===== src/rtl/fifo_pkg.sv =====
// Shared async-FIFO helpers: Gray/binary conversion and the full-compare target.
// Functions work on a 32-bit container; callers zero-extend and truncate to their pointer width.
package fifo_pkg;

   localparam int unsigned max_ptr_width = 32;

   function automatic logic [max_ptr_width-1:0] bin2gray(input logic [max_ptr_width-1:0] b);
      return b ^ (b >> 1);
   endfunction

   // Leading zeros in the container leave the low bits of the result unaffected.
   function automatic logic [max_ptr_width-1:0] gray2bin(input logic [max_ptr_width-1:0] g);
      logic [max_ptr_width-1:0] b;
      b[max_ptr_width-1] = g[max_ptr_width-1];
      for (int i = max_ptr_width - 2; i >= 0; i--) begin
         b[i] = b[i+1] ^ g[i];
      end
      return b;
   endfunction

   // Gray value the write pointer holds when exactly one lap ahead of the read pointer.
   function automatic logic [max_ptr_width-1:0] full_target(input logic [max_ptr_width-1:0] g,
                                                           input int unsigned width);
      return g ^ (max_ptr_width'(2'b11) << (width - 2));
   endfunction

endpackage


===== src/rtl/write_pointer_full_if.sv =====
// Write-side FIFO control bus between the write client and the write-pointer/full block.
interface write_pointer_full_if #(
   parameter int unsigned address_size = 3
);
   logic                    write_increment;
   logic                    overflow_clear;
   logic [address_size:0]   read_pointer_async;
   logic                    write_enable;
   logic [address_size-1:0] write_address;
   logic [address_size:0]   write_pointer;
   logic                    write_full;
   logic                    write_almost_full;
   logic [address_size:0]   write_level;
   logic                    write_overflow;

   modport master (
      output write_increment, overflow_clear, read_pointer_async,
      input  write_enable, write_address, write_pointer, write_full,
             write_almost_full, write_level, write_overflow
   );

   modport slave (
      input  write_increment, overflow_clear, read_pointer_async,
      output write_enable, write_address, write_pointer, write_full,
             write_almost_full, write_level, write_overflow
   );
endinterface


===== src/rtl/sync_read_to_write.sv =====
// Multi-flop synchroniser for a Gray pointer crossing into the local clock domain.
module sync_read_to_write #(
   parameter int unsigned width       = 4,
   parameter int unsigned sync_stages = 2
) (
   input  logic             clk,
   input  logic             rst,
   input  logic [width-1:0] data_async,
   output logic [width-1:0] data_sync
);

   logic [width-1:0] sync_q [sync_stages];
   logic [width-1:0] sync_d [sync_stages];

   always_comb begin
      sync_d[0] = data_async;
      for (int unsigned i = 1; i < sync_stages; i++) begin
         sync_d[i] = sync_q[i-1];
      end
   end

   always_ff @(posedge clk or posedge rst) begin
      if (rst) begin
         for (int unsigned i = 0; i < sync_stages; i++) begin
            sync_q[i] <= '0;
         end
      end else begin
         for (int unsigned i = 0; i < sync_stages; i++) begin
            sync_q[i] <= sync_d[i];
         end
      end
   end

   assign data_sync = sync_q[sync_stages-1];

endmodule


===== src/rtl/write_pointer_full.sv =====
// Write-domain half of the async FIFO: write pointers, full/almost-full/level status
// and a sticky overflow flag, judged against the synchronised read pointer.
module write_pointer_full
   import fifo_pkg::*;
#(
   parameter int unsigned address_size       = 3,
   parameter int unsigned almost_full_margin = 1,
   parameter int unsigned sync_stages        = 2
) (
   input  logic               write_clk,
   input  logic               write_reset,
   write_pointer_full_if.slave bus
);

   localparam int unsigned ptr_width = address_size + 1;
   localparam int unsigned depth     = 1 << address_size;

   logic [ptr_width-1:0] read_sync;
   logic [ptr_width-1:0] read_binary_sync;

   logic [ptr_width-1:0] write_binary_q, write_binary_d;
   logic [ptr_width-1:0] write_pointer_q, write_pointer_d;
   logic [ptr_width-1:0] write_level_q, write_level_d;
   logic                 write_full_q, write_full_d;
   logic                 write_almost_full_q, write_almost_full_d;
   logic                 write_overflow_q, write_overflow_d;
   logic                 write_enable;

   sync_read_to_write #(
      .width       (ptr_width),
      .sync_stages (sync_stages)
   ) u_sync (
      .clk        (write_clk),
      .rst        (write_reset),
      .data_async (bus.read_pointer_async),
      .data_sync  (read_sync)
   );

   // Next pointer, status and overflow; status is computed from the post-write pointer.
   always_comb begin
      write_enable        = bus.write_increment & ~write_full_q;
      write_binary_d      = write_binary_q + ptr_width'(write_enable);
      write_pointer_d     = ptr_width'(bin2gray(max_ptr_width'(write_binary_d)));
      read_binary_sync    = ptr_width'(gray2bin(max_ptr_width'(read_sync)));
      write_full_d        = (write_pointer_d ==
                             ptr_width'(full_target(max_ptr_width'(read_sync), ptr_width)));
      write_level_d       = write_binary_d - read_binary_sync;
      write_almost_full_d = (write_level_d >= ptr_width'(depth - almost_full_margin));
      write_overflow_d    = (bus.write_increment & write_full_q) |
                            (write_overflow_q & ~bus.overflow_clear);
   end

   always_ff @(posedge write_clk or posedge write_reset) begin
      if (write_reset) begin
         write_binary_q      <= '0;
         write_pointer_q     <= '0;
         write_level_q       <= '0;
         write_full_q        <= 1'b0;
         write_almost_full_q <= 1'b0;
         write_overflow_q    <= 1'b0;
      end else begin
         write_binary_q      <= write_binary_d;
         write_pointer_q     <= write_pointer_d;
         write_level_q       <= write_level_d;
         write_full_q        <= write_full_d;
         write_almost_full_q <= write_almost_full_d;
         write_overflow_q    <= write_overflow_d;
      end
   end

   assign bus.write_enable      = write_enable;
   assign bus.write_address     = write_binary_q[address_size-1:0];
   assign bus.write_pointer     = write_pointer_q;
   assign bus.write_full        = write_full_q;
   assign bus.write_almost_full = write_almost_full_q;
   assign bus.write_level       = write_level_q;
   assign bus.write_overflow    = write_overflow_q;

endmodule


===== src/flat_wrapper.sv =====
// flat-port wrapper written by rule: the top's interface ports become plain ports
module write_pointer_full_flat import fifo_pkg::*;
#(
   parameter int unsigned address_size       = 3,
   parameter int unsigned almost_full_margin = 1,
   parameter int unsigned sync_stages        = 2
)
  (write_clk, write_reset, bus_write_increment, bus_overflow_clear, bus_read_pointer_async, bus_write_enable, bus_write_address, bus_write_pointer, bus_write_full, bus_write_almost_full, bus_write_level, bus_write_overflow);
  write_pointer_full_if #(.address_size(address_size)) bus_i ();
  input  logic write_clk;
  input  logic write_reset;
  input wire logic [$bits(bus_i.write_increment)-1:0] bus_write_increment;
  input wire logic [$bits(bus_i.overflow_clear)-1:0] bus_overflow_clear;
  input wire logic [$bits(bus_i.read_pointer_async)-1:0] bus_read_pointer_async;
  output wire logic [$bits(bus_i.write_enable)-1:0] bus_write_enable;
  output wire logic [$bits(bus_i.write_address)-1:0] bus_write_address;
  output wire logic [$bits(bus_i.write_pointer)-1:0] bus_write_pointer;
  output wire logic [$bits(bus_i.write_full)-1:0] bus_write_full;
  output wire logic [$bits(bus_i.write_almost_full)-1:0] bus_write_almost_full;
  output wire logic [$bits(bus_i.write_level)-1:0] bus_write_level;
  output wire logic [$bits(bus_i.write_overflow)-1:0] bus_write_overflow;
  assign bus_i.write_increment = bus_write_increment;
  assign bus_i.overflow_clear = bus_overflow_clear;
  assign bus_i.read_pointer_async = bus_read_pointer_async;
  assign bus_write_enable = bus_i.write_enable;
  assign bus_write_address = bus_i.write_address;
  assign bus_write_pointer = bus_i.write_pointer;
  assign bus_write_full = bus_i.write_full;
  assign bus_write_almost_full = bus_i.write_almost_full;
  assign bus_write_level = bus_i.write_level;
  assign bus_write_overflow = bus_i.write_overflow;
  write_pointer_full #(.address_size(address_size), .almost_full_margin(almost_full_margin), .sync_stages(sync_stages)) u_core (.write_clk(write_clk), .write_reset(write_reset), .bus(bus_i));
endmodule

===== config.mk =====
export PLATFORM = sky130hd
export DESIGN_NAME = write_pointer_full_flat
export DESIGN_NICKNAME = d
export VERILOG_FILES = /design/src/rtl/fifo_pkg.sv /design/src/rtl/write_pointer_full_if.sv /design/src/rtl/sync_read_to_write.sv /design/src/rtl/write_pointer_full.sv /design/src/flat_wrapper.sv
export SDC_FILE = /design/constraint.sdc
export NUM_CORES = 1
export LEC_CHECK = 0
export ABC_AREA = 1
export ABC_CLOCK_PERIOD_IN_PS = 2000
export CAP_MARGIN = 20
export CORE_ASPECT_RATIO = 1.4
export CORE_UTILIZATION = 40
export DETAILED_ROUTE_END_ITERATION = 6
export PLACE_DENSITY = 0.8
export SETUP_SLACK_MARGIN = 0.15
export SYNTH_ARGS = -nofsm -noshare
export SYNTH_HDL_FRONTEND = slang
export SYNTH_SLANG_ARGS = --single-unit

===== constraint.sdc =====
create_clock -name write_clk -period 2 [get_ports write_clk]
set_input_delay 0.4 -clock write_clk [delete_from_list [all_inputs] [get_ports write_clk]]
set_output_delay 0.4 -clock write_clk [all_outputs]
set_load 0.02 [all_outputs]

==> run metrics, run 1 <==
outcome=complete, but fails checks; failing checks=DRC, setup timing; top achievable clock speed=493 MHz; Reg-to-Reg Start=u_core.u_sync.data_sync[2]; Hold Slack=362 ps; Worst EP required=2190 ps; final setup slack of the worst path=-29.2 ps; CP startpoint kind=register; worst reg-to-reg setup slack=-30 ps; Core Area=0.00223 mm^2; met1 GRT Util=17.1%; Ports=23; CTS tree=yes; WHS Path Cells=0; Max Cap Viol=0; Nets=155; share of cells above drive strength 1=31.4%; FF+latch count, synth=22; wire length of the first global-routing pass=3460 um; final setup fails=2; Layout Utilization=65.8%; Slew Limit Fails=0; PortBufs=22; dpl hpwl=1490 um; distinct cell type count after synthesis=16; DRT Wirelength=2010 um; initial antenna violation count=0; drc violations=2; routed vias=789; grt total ovfl=0; Crit Path Max Fanout=3; pwr/cell area=1780 mW/mm^2; WL/cell=12.4 um; WS Path Type=register to register; Post-DRT Antenna Nets=0; met2 usage=35.9%; Vias/cell=4.87; GR Layer Usage met3=4.83%; WHS Endpoint=u_core.u_sync.data_sync[3]; busiest layer in global routing=met2; Starting Density=43.4%; Syn Area/Cell=9.86 um^2; clk_skew=2.57 ps; GP Congestion=0.795; hold_sp=u_core.u_sync.sync_d[3]; CP Data Arrival Time=2220 ps; global-route usage over all layers=18.1%; Worst Tran Pin Value=282 ps; minimum clock period=2030 ps; worst hold path class=register to register; worst slack, placed=-400 ps; antenna cells=0; Peak VDD IR=0.00120 V; commonest non-fill, non-tap cell in the layout=dfrtp_1; leakage=0.000747 uW; Synth Cell Area=966 um^2; largest net degree at the start of global routing=23; initial DRC count=13; Site Rows=20; Die W=43.5 um; total CTS buffers=3; Crit. End Element=register; die area=0.00262 mm^2; final hold violation count=0; Syn-to-layout area delta=51.8%; Post-Syn Instances=98; RSZ-0062 raised after global routing=true; Synth Warn #=0; number of global-route vias before repair=856; setup TNS=-48.3 ps; Seq/Total Area, Yosys=57.0%; die height=60.1 um; Clock transition at path regs=120 ps; Syn Nets=112; 1st-pass router iterations=6; clk_lat worst skew=300 ps; root buffer cell=clkbuf_4; Post-CTS Hold Buffers=0; commonest non-fill, non-tap cells in the layout=dfrtp_1, nand2_1, clkdlybuf4s50_1; relative slew slack=81.2%; Tcrit/Tclk final=101%; H-tree Lvls=1; Reg-to-Reg End=u_core.bus.write_almost_full; Sinks on Clock Net=22; R2R cell count=11; Clock Tree Buf Depth=2
[cell families after synthesis]
group	Yosys count	synth area share (%)
XOR/XNOR	3	2.72
buffers and inverters	19	7.38
flip-flops	22	57.0
AO/OA/AOI/OAI	3	1.81
adder cells (fa/ha/maj)	6	8.55
AND/OR/NAND/NOR	45	22.5
[layout make-up]
type / count / area [um^2]
multi-input combinational: 57 / 445
tap: 22 / 27.5
inverter: 19 / 71.3
timing repair buffer: 38 / 344
fill: 182 / 761
clock buffer: 4 / 26.3
sequential: 22 / 552
[sequential cells by signal (all words and copies together) (netlist names)]
| signal | count |
|---|---|
| u_core.bus.write_overflow | 1 |
| u_core.bus.write_full | 1 |
| u_core.write_binary_q | 4 |
| u_core.u_sync.data_sync | 4 |
| u_core.bus.write_almost_full | 1 |
| u_core.bus.write_level | 4 |
| u_core.bus.write_pointer | 3 |
| u_core.u_sync.sync_d | 4 |
[metal layers]
layer  vias to the layer above  share of wire [%]
met5                         -                  0
met4                         0                2.1
met3                         6                4.3
met2                        20                 56
met1                       377                 38
li1                        386                  -
[timing repair]
action,CTS,global route
endpoints found under the setup margin,6,5
pin swaps,9,6
buffers inserted,5,0
resized for setup,11,4
[stage by stage]
step	instances	instance area, um^2	total power (uW)
after global placement	153	1340	2150
after CTS	162	1450	2590
after floorplan	98	1010	1520
final	162	1470	2610
after detailed placement	153	1340	2230
after global routing	162	1470	2800
[power by group]
group | switching [uW] | total (uW) | internal (uW) | leakage [uW]
sequential | 94.5 | 698 | 603 | 0.000261
clock | 130 | 208 | 77.7 | 0.0000150
combinational | 856 | 1700 | 848 | 0.000471
[synthesized netlist by cell type, drive strengths merged]
cell type | number | area, um^2
nand4 | 1 | 12.5
o21bai | 1 | 7.51
ha | 5 | 62.6
fa | 1 | 20.0
inv | 19 | 71.3
nand2 | 27 | 119
nor2 | 2 | 7.51
xnor2 | 2 | 17.5
a21oi | 1 | 5.00
or2 | 1 | 8.76
o21ai | 1 | 5.00
nand3 | 14 | 70.1
xor2 | 1 | 8.76
dfrtp | 22 | 551
[worst max-delay path by stage]
stage / from / end / slack [ps] / depth (start not counted)
after floorplan: u_core.u_sync.data_sync[2] / u_core.bus.write_almost_full / 100 / 11
after global placement: bus_write_increment / u_core.bus.write_almost_full / -320 / 13
after detailed placement: bus_write_increment / u_core.bus.write_almost_full / -400 / 13
after CTS: u_core.u_sync.data_sync[3] / u_core.bus.write_almost_full / -60 / 11
after global routing: u_core.u_sync.data_sync[2] / u_core.bus.write_almost_full / -110 / 11
final: u_core.u_sync.data_sync[2] / u_core.bus.write_almost_full / -30 / 11
[critical path, cell delays in order, from the launching register on]
cell	delay [ps]
dfrtp_1	420
xnor2_2	180
or2_4	260
nand2_4	60
nand2_2	40
nand2_1	50
inv_1	40
ha_2	170
fa_2	530
inv_2	40
nand3_2	50
nand3_2	70
(Power assumes the default switching activity.)
==> inputs of run 2 (changes only) <==
--- a/config.mk
+++ b/config.mk
@@ -6,12 +6,13 @@
 export NUM_CORES = 1
 export LEC_CHECK = 0
 export ABC_AREA = 1
-export ABC_CLOCK_PERIOD_IN_PS = 2000
+export ABC_CLOCK_PERIOD_IN_PS = 2200
 export CAP_MARGIN = 20
 export CORE_ASPECT_RATIO = 1.4
 export CORE_UTILIZATION = 40
+export CTS_CLUSTER_DIAMETER = 150
 export DETAILED_ROUTE_END_ITERATION = 6
-export PLACE_DENSITY = 0.8
+export PLACE_DENSITY = 0.78
 export SETUP_SLACK_MARGIN = 0.15
 export SYNTH_ARGS = -nofsm -noshare
 export SYNTH_HDL_FRONTEND = slang
==> constraint.sdc (replaced) <==
create_clock -name write_clk -period 2.2 [get_ports write_clk]
set_input_delay 0.44 -clock write_clk [delete_from_list [all_inputs] [get_ports write_clk]]
set_output_delay 0.44 -clock write_clk [all_outputs]
set_load 0.02 [all_outputs]
==> run 2 against run 1 <==
The run ends with DRC left. Power decreased by 11%. Sequential power fell by 9.3%. Routed wire length shrank 1.4%. Critical path type unchanged. Largest power group unchanged.
==> run metrics, run 2 (synthesis results as in run 1) <==
initial antenna violation count=0 (unchanged); Post-DRT Antenna Nets=0 (unchanged); H-tree Lvls=1 (unchanged); Site Rows=20 (unchanged); Crit Path Max Fanout=3 (unchanged); share of cells above drive strength 1=28.3% (-3.2 points); dpl hpwl=1390 um (-7.0%); CP startpoint kind=register; CP cell instances=xnor2_2 > or2_4 > nand2_4 > nand2_2 > nand2_2 > inv_2 > ha_4 > fa_2 > inv_2 > nand3_2 > nand3_1; minimum clock period=2080 ps (+45.9 ps); final std cells w/o fill=160 (-1.2%); final setup slack of the worst path=125 ps (+154 ps); clk_skew=2.03 ps (-0.532 ps); commonest non-fill, non-tap cells in the layout=nand2_1, dfrtp_1, clkdlybuf4s50_1; Nets=153 (-1.3%); Worst EP required=2400 ps (+210 ps); pwr/cell area=1610 mW/mm^2 (-9.3%); Sinks on Clock Net=22 (unchanged); largest net degree at the start of global routing=13 (-43%); Critical-path top delay cell=fa_2; Clock transition at path regs=110 ps (about the same); leakage=0.000728 uW (-2.5%); top achievable clock speed=482 MHz (-2.2%); CTS tree=yes; global-route usage over all layers=16.4% (-1.7 points); Placed Instances=152 (-0.65%); Post-CTS Hold Buffers=0 (unchanged); 1st-pass router iterations=6 (unchanged); Starting Density=43.4% (unchanged); outcome=complete, but fails checks; Slew Limit Fails=0 (unchanged); initial DRC count=19 (+6); Max Cap Viol=0 (unchanged); die height=60.1 um (unchanged); total CTS buffers=3 (unchanged); Crit. End Element=register; Layout Utilization=64.4% (-1.5 points); GP Congestion=0.809 (+1.8%); relative slew slack=70.2% (-11 points); clk_lat worst skew=300 ps (about the same); WL/cell=12.4 um (-0.16%); antenna cells=0 (unchanged); Pwr Total=2310 uW (-11%); critical path's largest stage delay=540 ps (about the same); wire length of the first global-routing pass=3180 um (-8.0%); Core Area=0.00223 mm^2 (unchanged); final setup fails=0 (-2); failing checks=DRC; Ports=23 (unchanged); filler cell count=162 (-11%); Vias/cell=5.08 (+4.3%); worst slack, placed=-306 ps (+93.4 ps); Hold Slack=360 ps (-1.44 ps); grt total ovfl=0 (unchanged); Tcrit/Tclk final=94.3% (-7.1 points); routed vias=813 (+3.0%); final hold violation count=0 (unchanged); Clock Tree Buf Depth=2 (unchanged); Syn-to-layout area delta=48.4%; drc violations=2 (unchanged); Die W=43.5 um (unchanged); Peak VDD IR=0.000951 V (-21%); RSZ-0062 raised after global routing=true; Worst Tran Pin Value=446 ps (+164 ps); worst hold path class=register to register; die area=0.00262 mm^2 (unchanged); CP Data Arrival Time=2270 ps (+50 ps); DRT Wirelength=1980 um (-1.4%); PortBufs=22 (unchanged); WS Path Type=register to register; root buffer cell=clkbuf_4; number of global-route vias before repair=809 (-5.5%)
-- run 2: changes by cell type in the layout (fill, tap and decap cells not counted), sizes merged --
cell and change:
clkdlybuf4s50 +1, dlygate4sd2 -1, buf -2
-- run 2: what timing repair did --
action	in CTS	in global routing
setup endpoints to repair	4	5
pin swaps	0	6
resized for setup	4	12
setup buffers	0	4
-- run 2: per-layer routing --
layer  GRT usage [%]  vias to the layer above  part of all wire (%)
li1                -                      381                     -
met2            29.9                       36                    55
met3            2.72                        8                   5.1
met5               0                        -                     0
met1            17.8                      388                    38
met4            8.93                        0                   1.7
-- run 2: stage by stage --
stage / TNS (ps) / area (um^2)
6_report: 0 / 1430
5_1_grt: 0 / 1430
4_1_cts: 0 / 1340
3_5_place_dp: -901 / 1300
3_3_place_gp: -749 / 1300
2_1_floorplan: 0 / 975
-- run 2: layout make-up --
cell class | count | area (um^2) | area share, %
Clock buffer | 4 | 26.3 | 1.83
Tap cell | 22 | 27.5 | 1.92
Inverter | 19 | 71.3 | 4.97
Multi-Input combinational cell | 57 | 430 | 30.0
Sequential cell | 22 | 552 | 38.5
Timing Repair Buffer | 36 | 327 | 22.8
-- run 2: power breakdown --
part / switching (uW) / total (uW) / internal (uW)
clock: 116 / 187 / 70.8
combinational: 762 / 1490 / 732
sequential: 84.1 / 633 / 549
-- run 2: worst paths after layout --
check                                      startpoint                           end  slack, ps  depth (start not counted)
max in group asynchronous                 write_reset     u_core.bus.write_overflow       1260                          3
setup / recovery           u_core.u_sync.data_sync[2]  u_core.bus.write_almost_full        120                         11
min in group asynchronous                 write_reset      u_core.write_binary_q[3]        420                          2
hold / removal                u_core.u_sync.sync_d[2]    u_core.u_sync.data_sync[2]        360                          0
hold reg to reg               u_core.u_sync.sync_d[2]    u_core.u_sync.data_sync[2]        360                          0
setup reg to reg           u_core.u_sync.data_sync[2]  u_core.bus.write_almost_full        120                         11
-- run 2: critical path, delay by kind of cell, from the launching register on --
family                   cells  cell delay [ps]
buffers and inverters        2               90
adder cells (fa/ha/maj)      2              690
XOR/XNOR                     1              180
flip-flops                   1              440
AND/OR/NAND/NOR              6              560
